**src/rtl/temp_scan_ctrl.sv**
```systemverilog
// Scan scheduler for four temperature sensors: select, settle, convert, capture per enabled channel.
// Optional 4-sample tick averaging per channel is enabled by defining TEMP_SCAN_AVG_EN.
module temp_scan_ctrl #(
  parameter int TIMEOUT = 4095
) (
  input  logic        clk_i,
  input  logic        rst_i,
  input  logic        start_i,
  input  logic        cont_i,
  input  logic [3:0]  chan_en_i,
  input  logic [7:0]  settle_i,
  output logic [1:0]  temp_sel_o,
  output logic        conv_start_o,
  input  logic        conv_done_i,
  input  logic [11:0] temp_ticks_i,
  input  logic [5:0]  temp_dac_i,
  output logic [47:0] ticks_o,
  output logic [23:0] dac_o,
  output logic [3:0]  err_o,
  output logic        busy_o,
  output logic        done_o
);

  localparam logic [11:0] TO_LAST = 12'(TIMEOUT - 1);

  typedef enum logic [2:0] {IDLE, SETTLE, CONV, WAIT, CAPTURE, NEXT} state_t;

  state_t      state_reg, state_next;
  logic [1:0]  sel_reg, sel_next;
  logic [7:0]  settle_cnt_reg, settle_cnt_next;
  logic [11:0] to_cnt_reg, to_cnt_next;
  logic        done_reg, done_next;

  logic        wr_en;
  logic [11:0] wr_ticks;
  logic [5:0]  wr_dac;
  logic        wr_err;

  logic [11:0] ticks_reg [4];
  logic [5:0]  dac_reg [4];
  logic [3:0]  err_reg;

  logic [1:0]  low_idx;
  logic [2:0]  nxt;

`ifdef TEMP_SCAN_AVG_EN
  logic [1:0]  round_reg, round_next;
  logic [13:0] acc_reg, acc_next;
  logic [13:0] acc_sum;

  assign acc_sum = acc_reg + 14'(temp_ticks_i);
`endif

  function automatic logic [1:0] lowest_chan(input logic [3:0] en);
    logic [1:0] idx;
    idx = 2'd0;
    for (int i = 3; i >= 0; i--) begin
      if (en[i]) idx = 2'(i);
    end
    return idx;
  endfunction

  // Returns {found, index} of the next enabled channel above cur.
  function automatic logic [2:0] next_chan(input logic [3:0] en, input logic [1:0] cur);
    logic [2:0] res;
    res = 3'b000;
    for (int i = 3; i >= 0; i--) begin
      if (en[i] && (i > int'(cur))) res = {1'b1, 2'(i)};
    end
    return res;
  endfunction

  assign low_idx = lowest_chan(chan_en_i);
  assign nxt     = next_chan(chan_en_i, sel_reg);

  always_comb begin
    state_next      = state_reg;
    sel_next        = sel_reg;
    settle_cnt_next = settle_cnt_reg;
    to_cnt_next     = to_cnt_reg;
    done_next       = 1'b0;
    wr_en           = 1'b0;
    wr_ticks        = temp_ticks_i;
    wr_dac          = temp_dac_i;
    wr_err          = 1'b0;
`ifdef TEMP_SCAN_AVG_EN
    round_next      = round_reg;
    acc_next        = acc_reg;
`endif
    case (state_reg)
      IDLE: begin
        if (start_i) begin
          if (chan_en_i != 4'b0000) begin
            sel_next        = low_idx;
            settle_cnt_next = settle_i;
            state_next      = SETTLE;
          end else begin
            done_next = 1'b1;
          end
        end
      end
      SETTLE: begin
`ifdef TEMP_SCAN_AVG_EN
        round_next = 2'd0;
        acc_next   = 14'd0;
`endif
        // A load of 0 or 1 both give a single settle cycle.
        if (settle_cnt_reg <= 8'd1) begin
          state_next = CONV;
        end else begin
          settle_cnt_next = settle_cnt_reg - 8'd1;
        end
      end
      CONV: begin
        to_cnt_next = 12'd0;
        state_next  = WAIT;
      end
      WAIT: begin
        if (conv_done_i) begin
          state_next = CAPTURE;
        end else if (to_cnt_reg == TO_LAST) begin
          wr_en      = 1'b1;
          wr_ticks   = 12'hFFF;
          wr_dac     = 6'h3F;
          wr_err     = 1'b1;
          state_next = NEXT;
        end else begin
          to_cnt_next = to_cnt_reg + 12'd1;
        end
      end
      CAPTURE: begin
`ifdef TEMP_SCAN_AVG_EN
        if (round_reg == 2'd3) begin
          wr_en      = 1'b1;
          wr_ticks   = acc_sum[13:2];
          state_next = NEXT;
        end else begin
          acc_next   = acc_sum;
          round_next = round_reg + 2'd1;
          state_next = CONV;
        end
`else
        wr_en      = 1'b1;
        state_next = NEXT;
`endif
      end
      NEXT: begin
        if (nxt[2]) begin
          sel_next        = nxt[1:0];
          settle_cnt_next = settle_i;
          state_next      = SETTLE;
        end else begin
          done_next = 1'b1;
          if (cont_i && (chan_en_i != 4'b0000)) begin
            sel_next        = low_idx;
            settle_cnt_next = settle_i;
            state_next      = SETTLE;
          end else begin
            state_next = IDLE;
          end
        end
      end
      default: state_next = IDLE;
    endcase
  end

  always_ff @(posedge clk_i or posedge rst_i) begin
    if (rst_i) begin
      state_reg      <= IDLE;
      sel_reg        <= 2'd0;
      settle_cnt_reg <= 8'd0;
      to_cnt_reg     <= 12'd0;
      done_reg       <= 1'b0;
    end else begin
      state_reg      <= state_next;
      sel_reg        <= sel_next;
      settle_cnt_reg <= settle_cnt_next;
      to_cnt_reg     <= to_cnt_next;
      done_reg       <= done_next;
    end
  end

`ifdef TEMP_SCAN_AVG_EN
  always_ff @(posedge clk_i or posedge rst_i) begin
    if (rst_i) begin
      round_reg <= 2'd0;
      acc_reg   <= 14'd0;
    end else begin
      round_reg <= round_next;
      acc_reg   <= acc_next;
    end
  end
`endif

  always_ff @(posedge clk_i or posedge rst_i) begin
    if (rst_i) begin
      for (int n = 0; n < 4; n++) begin
        ticks_reg[n] <= 12'd0;
        dac_reg[n]   <= 6'd0;
      end
      err_reg <= 4'd0;
    end else if (wr_en) begin
      ticks_reg[sel_reg] <= wr_ticks;
      dac_reg[sel_reg]   <= wr_dac;
      err_reg[sel_reg]   <= wr_err;
    end
  end

  for (genvar gi = 0; gi < 4; gi++) begin : g_pack
    assign ticks_o[12*gi +: 12] = ticks_reg[gi];
    assign dac_o[6*gi +: 6]     = dac_reg[gi];
  end

  assign err_o        = err_reg;
  assign temp_sel_o   = sel_reg;
  assign conv_start_o = (state_reg == CONV);
  assign busy_o       = (state_reg != IDLE);
  assign done_o       = done_reg;

endmodule

```
**config.mk**
```make
export PLATFORM = sky130hd
export DESIGN_NAME = temp_scan_ctrl
export DESIGN_NICKNAME = d
export VERILOG_FILES = /design/src/rtl/temp_scan_ctrl.sv
export SDC_FILE = /design/constraint.sdc
export NUM_CORES = 1
export LEC_CHECK = 0
export CORE_MARGIN = 5
export CORE_UTILIZATION = 49
export CTS_CLUSTER_SIZE = 40
export DETAILED_ROUTE_END_ITERATION = 10
export PLACE_DENSITY_LB_ADDON = 0.1
export SYNTH_ARGS = -nofsm -noshare
export SYNTH_HDL_FRONTEND = slang
export SYNTH_SLANG_ARGS = --single-unit
export TNS_END_PERCENT = 10
```
**constraint.sdc**
```tcl
create_clock -name clk_i -period 4.01 [get_ports clk_i]
set_clock_uncertainty 0.1 [all_clocks]
set_input_delay 0.802 -clock clk_i [delete_from_list [all_inputs] [get_ports clk_i]]
set_output_delay 0.802 -clock clk_i [all_outputs]
set_load 0.02 [all_outputs]
```
Word level (Yosys, flattened, before mapping)
Cells that the tools add are included. W data, S select, Z words.

Output and inout port bits: 81. Register bits after elaboration: 102. Input port bits: 35.

Add/subtract/negate cells: 2. Muxes and demuxes: 52. Bitwise logic cells: 1. Equality and inequality tests: 14. $lt $le $gt $ge: 8. Reduce and logical (&&, ||, !) cells: 16.

Operators by type and width (count): $mux W12 (6); $bwmux W48 (1); $mux W8 (5); $bwmux W24 (1); $demux W12 S2 (1); $mux W3 (8); $mux W6 (4); $pmux W12 S2 (1); $pmux W8 S3 (1); $pmux W3 S6 (1); $mux W2 (8); $add A12 B1 Y12 const B (1); $demux W6 S2 (1); $eq A12 B12 Y1 const B (1); $ne A2 B2 Y1 const B (6); $mux W1 (9); $le A8 B1 Y1 const B (1); $reduce_and A4 Y1 (2); $sub A8 B1 Y8 const B (1); $eq A3 B2 Y1 const B (2); $eq A3 B3 Y1 const B (2); $logic_and A1 B1 Y1 (6); $ne A3 B3 Y1 const B (2); $reduce_bool A3 Y1 (2); 17 further kinds (20).

Longest topological paths before layout
Word-level depth: 7. Mapped depth: 8.

Worst setup path before layout
OpenSTA, ideal clock, no wires.

Kind: input port to flip-flop. From: in chan_en_i[0]. To: reg settle_cnt_reg[2]. Stages: 5. Slack: 1.811 ns. Path buffers: 0. Arrival time: 1.978 ns. Cells stage by stage: or4_1 a32o_1 o221ai_4 nor2_1 o22a_1.

Cells in the longest elaborated chain, start to end: 4. Elaborated cells on any way between the ends: 5. Classes of those cells: eq/ne (2); reduce/logical (3).

RTL lines: from (decl) (RTL line 10) `input logic [3:0] chan_en_i,`; $reduce_bool A4 Y1 (*) (RTL line 93, 154); $logic_and A1 B1 Y1 (RTL line 154) `if (cont_i && (chan_en_i != 4'b0000)) begin`; $ne A3 B3 Y1 (no line); $reduce_and A5 Y1 (no line) (*); to (signal assigned) (RTL line 177) `settle_cnt_reg <= settle_cnt_next;`; to (decl) (RTL line 30) `logic [7:0] settle_cnt_reg, settle_cnt_next;`.

Every way passes the cells marked *; elsewhere a longest branch is shown, timed or not. A chain may end at the register's enable or synchronous reset.

Worst setup path in the final report
From: reg state_reg[1]. To: out conv_start_o.

Cells in the longest elaborated chain, start to end: 1.

RTL lines: from (decl) (RTL line 28) `state_t state_reg, state_next;`; from (signal assigned) (RTL line 175) `state_reg <= state_next;`; $eq A3 B2 Y1 (RTL line 216) `assign conv_start_o = (state_reg == CONV);`; to (decl) (RTL line 13) `output logic conv_start_o,`.

No other way between the ends.

==> flow_metrics.tcl <==
set metrics [dict create \
    outcome "finished, final reports clean" \
    tritoncts "built" \
    most-common-layout-cells "clkdlybuf4s50_1, dfrtp_1, o32a_1" \
    ys_ff_latch 102 \
    routedWlPerCell_um 19.6 \
    multiInputGateArea_sq_mm 0.00177 \
    clock_path_buffers 2 \
    n_fill_cell 749 \
    p_per_area_mw_per_mm2 766 \
    grt_pass1_vias 3616 \
    globalRouteTotalUtil_pct 20.9 \
    rr_startpoint "state_reg[2]" \
    cp-startpoint "state_reg[1]" \
    h-tree-depth 3 \
    finalNetCount 512 \
    drt_iter0_drc 168 \
    cp.depth 4 \
    ys.flop_type "dfrtp_1" \
    cp-end-kind "output pin" \
    grt_max_degree 82 \
    crit_type "flip-flop to output pin" \
    antenna_found_initial 0 \
    synth_cells 372 \
    n_antenna_cell 0 \
    drv_slew 0 \
    pin_count 116 \
    reg2reg_to "ticks_o[1]" \
    path_clk_slew_ns 0.11 \
    rsz0062_at_grt "false" \
    largest_register_ffs 48 \
    syn-cell-area_sq_mm 0.00453 \
    worst_path_largest_cell_delay_ns 0.62 \
    holdWs_ns 0.407 \
    slew_headroom_pct 30.2 \
    postCtsResizedCells 0 \
    clkLatencyLatePin_ns 0.36 \
    min_to "ticks_o[25]" \
    tightestPinTransition_ns 1.05 \
    vias 3575 \
    synth_edf_count 0 \
    worstPathArrival_ns 1.98 \
    cts_buffers 9 \
    synthArstFlopShare_pct 100 \
    drt-total-wl_um 11600 \
    syn_to_final_growth_pct 29.9 \
    min_path_type "flip-flop to flip-flop" \
    placed_cells 573 \
    min_from "ticks_o[25]" \
    period_share_pct 71.9 \
    grt_pass1_wl_um 19000 \
    postRouteAntennaNets 0 \
    seqCellArea_sq_mm 0.00255 \
    sw_frac_of_total_pct 40.4 \
    sequentialPowerShare_pct 38.6 \
    ctsHoldBuffers 0 \
    avgSynthCellArea_sq_um 12.2 \
    dp_hpwl_um 7740 \
    p_int_w 0.00268 \
    drc 0 \
    start_util_pct 49.7 \
    cp_max_fo 13 \
    ys_seq_area_share_pct 56.4 \
    drive_gt1_share_pct 7.32 \
    maxCapViolCount 0 \
    worstPathRequired_ns 3.11 \
    p_leak_nw 2.27 \
    die-area_sq_mm 0.0113 \
    die_h_um 106 \
    core_area_sq_mm 0.00911 \
    dr.pass1.iters 4 \
    yosysWarnings 0 \
    io_buffers 115 \
    finalNonFillerCells 589 \
    holdPathStages 1 \
    cpMaxStageDelayCell "clkdlybuf4s50_1" \
    path_buf_inv 3 \
    rrSetupSlack_ns 1.46 \
    finalSetupViolations 0 \
    setup-tns-final_ns 0 \
    placementRows 35 \
    p_sw_w 0.00182 \
    max_clock_freq_mhz 347 \
    period_minus_slack_ns 2.88 \
    synth_fp_nets 411 \
    crit_family "buffers and inverters" \
    p_clk_share_pct 14.2 \
    grt_overflow 0 \
    routed_via_density 6.07 \
    ys_types 48 \
    mostFrequentLayoutCell "clkdlybuf4s50_1" \
    ir_worst_vdd_uv 422 \
    clockRootBuffer "clkbuf_8" \
    finalHoldViolCount 0 \
    crit_chain "inv_1, nor3_1, buf_4, clkdlybuf4s50_1" \
    p_comb_share_pct 47.2 \
    cts_setup_buffers 0 \
    place_congestion 0.787 \
    worst_r2r_path_depth 4 \
    clock-sinks 102 \
    fp.dieW_um 106 \
    critical_path.startpoint_type "flip-flop" \
]
-- layout make-up --
class                      instances  area share [%]
tap                              111            2.36
clock inverter                     6            1.06
sequential                       102            43.4
timing repair buffer             118            20.0
clock buffer                      10            2.34
multi-input combinational        232            30.2
inverter                          10           0.681
-- routing by layer --
metal | track usage (%) | vias to the layer above | routed length [um]
li1 | - | 1659 | -
met1 | 27.8 | 1790 | 4980
met2 | 34.1 | 117 | 5730
met3 | 6.19 | 9 | 743
met4 | 3.79 | 0 | 111
met5 | 0 | - | 0
-- stage by stage --
stage	utilization (%)	instance area (sq um)	power, W	setup slack, ns
global route	64.5	5880	0.00479	0.980
detailed placement	62.3	5680	0.00390	1.13
floorplan	-	4530	0.00293	0.433
global placement	62.3	5680	0.00385	1.20
finish	64.5	5880	0.00451	1.13
CTS	64.5	5880	0.00455	1.13
-- cell families (layout without fill, tap and decap cells) --
kind of cell / count (synthesis) / count (layout) / share of synthesized area (%)
DFF: 102 / 102 / 56.4
adders and majority gates: 4 / 4 / 1.11
buffers and inverters: 38 / 144 / 4.42
xor gates and xnor gates: 8 / 8 / 1.55
and+or+nand+nor: 84 / 84 / 10.2
muxes: 2 / 2 / 0.498
AOI/OAI and AO/OA: 134 / 134 / 25.8
-- worst register-to-register path, cell delays in order (launching register included) --
cell and delay, ns:
dfrtp_1 0.60, and2b_1 0.26, nand2_4 0.49, a21oi_4 0.76
o32a_1 0.28
-- how the worst max path moves through the flow --
| stage | to | slack (ns) |
|---|---|---|
| 2_1_floorplan | dac_o[0] | 0.43 |
| 3_3_place_gp | settle_cnt_reg[4] | 1.20 |
| 3_5_place_dp | settle_cnt_reg[4] | 1.13 |
| 4_1_cts | conv_start_o | 1.13 |
| 5_1_grt | conv_start_o | 0.98 |
| 6_report | conv_start_o | 1.13 |
-- synth_stat cells (2+ instances only) --
| cell type | instances | share of area, % |
|---|---|---|
| a21oi_1 | 11 | 1.2 |
| a21oi_4 | 4 | 1.4 |
| a22oi_1 | 3 | 0.50 |
| a31oi_1 | 3 | 0.41 |
| a32o_1 | 2 | 0.44 |
| buf_2 | 7 | 0.77 |
| buf_6 | 6 | 1.5 |
| clkbuf_1 | 14 | 1.2 |
| dfrtp_1 | 102 | 56 |
| ha_1 | 4 | 1.1 |
| inv_1 | 9 | 0.75 |
| mux2_2 | 2 | 0.50 |
| nand2_1 | 14 | 1.2 |
| nand2b_1 | 5 | 0.69 |
| nand3_1 | 7 | 0.77 |
| nand3b_1 | 2 | 0.33 |
| nand4_1 | 2 | 0.28 |
| nand4_4 | 2 | 0.94 |
| nor2_1 | 29 | 2.4 |
| nor3_1 | 6 | 0.66 |
| nor4_1 | 2 | 0.28 |
| o21ai_0 | 23 | 2.5 |
| o21ai_1 | 3 | 0.33 |
| o22a_1 | 2 | 0.39 |
| o22ai_1 | 2 | 0.28 |
| o32a_1 | 72 | 16 |
| or3_1 | 5 | 0.69 |
| or4_1 | 2 | 0.33 |
| xor2_1 | 8 | 1.5 |
-- power groups by stage --
| stage | Clock (W) | Sequential (W) | Combinational, W |
|---|---|---|---|
| after floorplan | 0 | 0.00210 | 0.000825 |
| after global placement | 0 | 0.00175 | 0.00210 |
| after detailed placement | 0 | 0.00176 | 0.00214 |
| after CTS | 0.000662 | 0.00174 | 0.00215 |
| after global routing | 0.000704 | 0.00180 | 0.00228 |
| final | 0.000640 | 0.00174 | 0.00212 |
Note: power is estimated with default switching activity, not from simulation.
